**src/rtl/trap_sequencer.sv**
```systemverilog
// rtl/trap_sequencer.sv - trap-entry / mret CSR write sequencer with fetch redirect
// Optional vectored interrupt targets via the TRAP_VECTORED_EN macro.
module trap_sequencer (
   input  logic        clk,
   input  logic        reset_n,
   input  logic        traped,
   input  logic        mret,
   input  logic [31:0] ecp,
   input  logic [3:0]  ecause,
   input  logic        interupt,
   input  logic        wb_csr_write,
   input  logic [11:0] wb_csr_address,
   input  logic [31:0] wb_csr_data,
   input  logic [31:0] mtvec,
   input  logic [31:0] mepc,
   input  logic [31:0] mstatus,
   output logic        csr_write,
   output logic [11:0] csr_address,
   output logic [31:0] csr_data,
   output logic        redirect,
   output logic [31:0] redirect_pc,
   output logic        busy
);

   localparam logic [11:0] CSR_MEPC    = 12'h341;
   localparam logic [11:0] CSR_MCAUSE  = 12'h342;
   localparam logic [11:0] CSR_MSTATUS = 12'h300;

   typedef enum logic [2:0] {
      IDLE,
      W_MEPC,
      W_MCAUSE,
      W_MSTATUS,
      R_MSTATUS,
      REDIRECT
   } state_t;

   state_t      state_q, state_d;
   logic [31:0] ecp_q, ecp_d;
   logic [3:0]  ecause_q, ecause_d;
   logic        interupt_q, interupt_d;
   logic [31:0] target_q, target_d;
   logic        is_trap_q, is_trap_d;
   logic [31:0] trap_pc;
   logic [31:0] trap_mstatus;
   logic [31:0] mret_mstatus;

   always_ff @(posedge clk or negedge reset_n) begin
      if (!reset_n) begin
         state_q    <= IDLE;
         ecp_q      <= '0;
         ecause_q   <= '0;
         interupt_q <= 1'b0;
         target_q   <= '0;
         is_trap_q  <= 1'b0;
      end else begin
         state_q    <= state_d;
         ecp_q      <= ecp_d;
         ecause_q   <= ecause_d;
         interupt_q <= interupt_d;
         target_q   <= target_d;
         is_trap_q  <= is_trap_d;
      end
   end

   // mtvec is sampled live in the REDIRECT cycle, so the trap target is never registered.
   always_comb begin
      trap_pc = mtvec & 32'hFFFF_FFFC;
`ifdef TRAP_VECTORED_EN
      if (interupt_q && (mtvec[1:0] == 2'b01))
         trap_pc = (mtvec & 32'hFFFF_FFFC) + {26'b0, ecause_q, 2'b00};
`endif
   end

   always_comb begin
      trap_mstatus         = mstatus;
      trap_mstatus[7]      = mstatus[3];
      trap_mstatus[3]      = 1'b0;
      trap_mstatus[12:11]  = 2'b11;
      mret_mstatus         = mstatus;
      mret_mstatus[3]      = mstatus[7];
      mret_mstatus[7]      = 1'b1;
      mret_mstatus[12:11]  = 2'b11;
   end

   always_comb begin
      state_d     = state_q;
      ecp_d       = ecp_q;
      ecause_d    = ecause_q;
      interupt_d  = interupt_q;
      target_d    = target_q;
      is_trap_d   = is_trap_q;
      csr_write   = 1'b0;
      csr_address = '0;
      csr_data    = '0;
      redirect    = 1'b0;
      redirect_pc = '0;

      case (state_q)
         IDLE: begin
            csr_write   = wb_csr_write && !traped && !mret;
            csr_address = wb_csr_address;
            csr_data    = wb_csr_data;
            if (traped) begin
               ecp_d      = ecp;
               ecause_d   = ecause;
               interupt_d = interupt;
               is_trap_d  = 1'b1;
               state_d    = W_MEPC;
            end else if (mret) begin
               target_d   = mepc;
               is_trap_d  = 1'b0;
               state_d    = R_MSTATUS;
            end
         end
         W_MEPC: begin
            csr_write   = 1'b1;
            csr_address = CSR_MEPC;
            csr_data    = ecp_q & 32'hFFFF_FFFC;
            state_d     = W_MCAUSE;
         end
         W_MCAUSE: begin
            csr_write   = 1'b1;
            csr_address = CSR_MCAUSE;
            csr_data    = {interupt_q, 27'b0, ecause_q};
            state_d     = W_MSTATUS;
         end
         W_MSTATUS: begin
            csr_write   = 1'b1;
            csr_address = CSR_MSTATUS;
            csr_data    = trap_mstatus;
            state_d     = REDIRECT;
         end
         R_MSTATUS: begin
            csr_write   = 1'b1;
            csr_address = CSR_MSTATUS;
            csr_data    = mret_mstatus;
            state_d     = REDIRECT;
         end
         REDIRECT: begin
            redirect    = 1'b1;
            redirect_pc = is_trap_q ? trap_pc : (target_q & 32'hFFFF_FFFC);
            state_d     = IDLE;
         end
         default: state_d = IDLE;
      endcase
   end

   assign busy = (state_q != IDLE) || traped || mret;

endmodule
```
**config.mk**
```make
export PLATFORM = sky130hd
export DESIGN_NAME = trap_sequencer
export DESIGN_NICKNAME = d
export VERILOG_FILES = /design/src/rtl/trap_sequencer.sv
export SDC_FILE = /design/constraint.sdc
export NUM_CORES = 1
export LEC_CHECK = 0
export ABC_AREA = 1
export ABC_CLOCK_PERIOD_IN_PS = 2100
export BUFFER_PORTS_ARGS = -buffer_cell sky130_fd_sc_hd__buf_2
export CAP_MARGIN = 5
export CORE_ASPECT_RATIO = 0.75
export CORE_MARGIN = 4
export CORE_UTILIZATION = 38
export DETAILED_ROUTE_END_ITERATION = 12
export MAX_ROUTING_LAYER = met4
export PLACE_DENSITY = 0.85
export SYNTH_ARGS = -nofsm -noshare
export SYNTH_HDL_FRONTEND = slang
export SYNTH_SLANG_ARGS = --single-unit
```
**constraint.sdc**
```tcl
create_clock -name clk -period 2.1 [get_ports clk]
set_clock_uncertainty 0.15 [all_clocks]
set_input_delay 0.525 -clock clk [delete_from_list [all_inputs] [get_ports clk]]
set_output_delay 0.525 -clock clk [all_outputs]
set_load 0.02 [all_outputs]
```
==> impl_metrics.env <==
export IMPL_final_max_slew_viol_count=0
export IMPL_synth_common_cells="295 x nand2_1, 104 x nand3_1, 69 x dfrtp_1"
export IMPL_layout_drive_gt1_share_pct=43.69
export IMPL_first_pass_iters=5
export IMPL_num_rows=32
export IMPL_vias=4873
export IMPL_initial_utilization_pct=38.84
export IMPL_fin_crit_sh_pct=112.6
export IMPL_cts_root_buf="clkbuf_16"
export IMPL_drtIter0Drc=326
export IMPL_seq_area_frac_synth_pct=43.37
export IMPL_violations="negative setup slack"
export IMPL_dp_hpwl_um=9935
export IMPL_yosys_warnings=0
export IMPL_fin_worst_hold_slack_ps=9.272
export IMPL_netlist_area_mm2=0.003981
export IMPL_dieArea_mm2=0.01220
export IMPL_cts_sinks=69
export IMPL_p_leak_nw=3.768
export IMPL_syn2layout_area_growth_pct=64.52
export IMPL_htree_levels=3
export IMPL_placedCellCount=958
export IMPL_rsz0062_at_grt="true"
export IMPL_clkPwrFrac_pct=14.6
export IMPL_cp_required_ps=1420
export IMPL_synth_cell_types=19
export IMPL_ir_worst_vdd_uv=742.9
export IMPL_yosysTopAreaCell="dfrtp_1"
export IMPL_seq_power_share_pct=22.2
export IMPL_pin_count=261
export IMPL_cts_clk_slew_worst_paths_ps=50
export IMPL_setup_tns_ps=-12300
export IMPL_synth_edf_count=0
export IMPL_end_kind="output port"
export IMPL_synth_seq_cells=69
export IMPL_fin_ws_ps=-265.1
export IMPL_cts_buffers=9
export IMPL_powerDensity_mw_per_mm2=1591
export IMPL_io_buffers=250
export IMPL_fin_util_pct=63.90
export IMPL_routed_wl_um=14980
export IMPL_fmax_mhz=422.8
export IMPL_cp_max_fo=7
export IMPL_gr_total_overflow=0
export IMPL_hold_violations=0
export IMPL_die_x_um=126.2
export IMPL_p_int_mw=5.843
export IMPL_n_antenna_cell=0
export IMPL_wl_per_cell_um=15.10
export IMPL_nNetsFinal=1033
export IMPL_clockBufferDepth=2
export IMPL_netlist_area_leader_share_pct=43.37
export IMPL_core_mm2=0.01025
export IMPL_fin_cells=992
export IMPL_maxCapViolCount=0
export IMPL_clock_latency_ps=310
export IMPL_cp_start_kind="register"
export IMPL_synth_area_per_cell_um2=6.771
export IMPL_path_class="register to output port"
export IMPL_synth_flop_cell="dfrtp_1"
export IMPL_setup_viol=77
export IMPL_synth_most_common_cell="nand2_1"
export IMPL_drt_vias_per_instance=4.912
export IMPL_gr_usage_all_layers_pct=22.84
export IMPL_power_frac_comb_pct=63.1
export IMPL_hold_path_class="input pin to asynchronous set/reset pin"
export IMPL_p_total_mw=10.42
export IMPL_ctsHoldBuffers=0
export IMPL_gp_congestion=0.8379
export IMPL_outcome="finished, violations left"
export IMPL_antenna_found_initial=0
export IMPL_cts_tree="built"
export IMPL_synthTopCellsByArea="dfrtp_1 43%, nand2_1 28%, nand3_1 13%"
export IMPL_grt_first_pass_wirelength_um=22480
export IMPL_period_minus_slack_ps=2365
export IMPL_synth_cells=588
export IMPL_fillers=885
export IMPL_die_h_um=96.65
export IMPL_grt_max_degree=38
export IMPL_grt_pass1_vias=4654
export IMPL_ant_nets=0
export IMPL_async_reset_ff_share_pct=100.0
export IMPL_p_switching_mw=4.579
export IMPL_drc_errors=0
export IMPL_swShare_pct=43.94
export IMPL_critPathArrivalTime_ps=1690
per-layer routing:
layer	global-route usage [%]	part of all wire, %	vias to the layer above
li1	-	-	2393
met1	29.50	42	2232
met2	37.68	49	236
met3	5.022	8.7	12
met4	3.875	0.69	0
met5	-	0	-
power by group through the flow:
| stage | Combinational, mW | Clock (mW) | Sequential [mW] |
|---|---|---|---|
| 2_1_floorplan | 3.21 | 0 | 2.24 |
| 4_1_cts | 5.77 | 1.55 | 2.31 |
| 3_5_place_dp | 4.79 | 0 | 2.31 |
| 5_1_grt | 7.12 | 1.61 | 2.40 |
| 3_3_place_gp | 4.71 | 0 | 2.29 |
| 6_report | 6.58 | 1.52 | 2.32 |
placed cells by master (no fill, tap or decap):
master / n
a21oi_1: 30
buf_12: 9
buf_16: 1
buf_2: 189
buf_4: 54
buf_6: 33
buf_8: 2
bufbuf_16: 1
bufinv_16: 1
clkbuf_1: 2
clkbuf_16: 12
clkbuf_8: 2
clkinv_2: 1
clkinv_4: 2
conb_1: 2
dfrtp_1: 68
dfrtp_2: 1
inv_1: 17
inv_2: 3
nand2_1: 268
nand2_2: 23
nand2_4: 6
nand2_8: 1
nand3_1: 78
nand3_2: 26
nand4_1: 5
nor2_1: 10
nor2_2: 2
nor2_4: 3
o21ai_0: 1
o21ai_1: 1
o21ai_2: 1
o21ai_4: 1
stage by stage:
| stage | worst slack, ps | area (um2) |
|---|---|---|
| 2_1_floorplan | 164.4 | 3985 |
| 3_3_place_gp | 45.05 | 5443 |
| 3_5_place_dp | 17.10 | 5443 |
| 4_1_cts | -206.9 | 6145 |
| 5_1_grt | -317.2 | 6550 |
| 6_report | -265.1 | 6550 |
flip-flops by register name (all words and copies together), names as in the netlist:
signal	flops
ecp_q	30
target_q	30
ecause_q	4
state_q	3
interupt_q	1
is_trap_q	1
final timing paths:
| kind | to | slack, ps | depth (start not counted) | startpoint |
|---|---|---|---|---|
| max reg2reg | ecp_q[7] | 190 | 8 | state_q[1] |
| max in group asynchronous | state_q[1] | 1220 | 2 | reset_n |
| min | ecp_q[19] | 9 | 1 | reset_n |
| min in group clk | target_q[29] | 290 | 3 | mepc[29] |
| max | csr_data[29] | -270 | 8 | state_q[1] |
| min reg2reg | target_q[28] | 320 | 2 | target_q[28] |
layout make-up:
class	instances	area, um2	area share, %
Clock inverter	3	43.79	0.6686
Timing Repair Buffer	292	2068	31.58
Sequential cell	69	1728	26.38
Inverter	21	83.83	1.280
Tap cell	136	170.2	2.598
Clock buffer	13	260.3	3.973
Multi-Input combinational cell	458	2196	33.52
cells by family (layout without fill, tap and decap cells):
family	Yosys count	after routing	synth area share [%]
and+or+nand+nor	422	422	43.87
other	1	2	0.09419
buffers and inverters	62	329	8.297
DFF	69	69	43.37
AOI/OAI and AO/OA	34	34	4.368
worst max-delay path, cell delays in order (launching register included):
cell and delay (ps):
dfrtp_2 460, nor2_4 180, nand2_4 70, o21ai_4 70, buf_12 160, clkbuf_16 180, nand2_2 60, nand3_2 70
buf_6 120
timing repair:
action,in CTS,in global routing
gates cloned,2,3
pin swaps,3,5
gates resized for setup,87,82
buffers inserted,10,3
endpoints found under the setup margin,77,113
No activity file was read; power rests on OpenSTA's default activity.
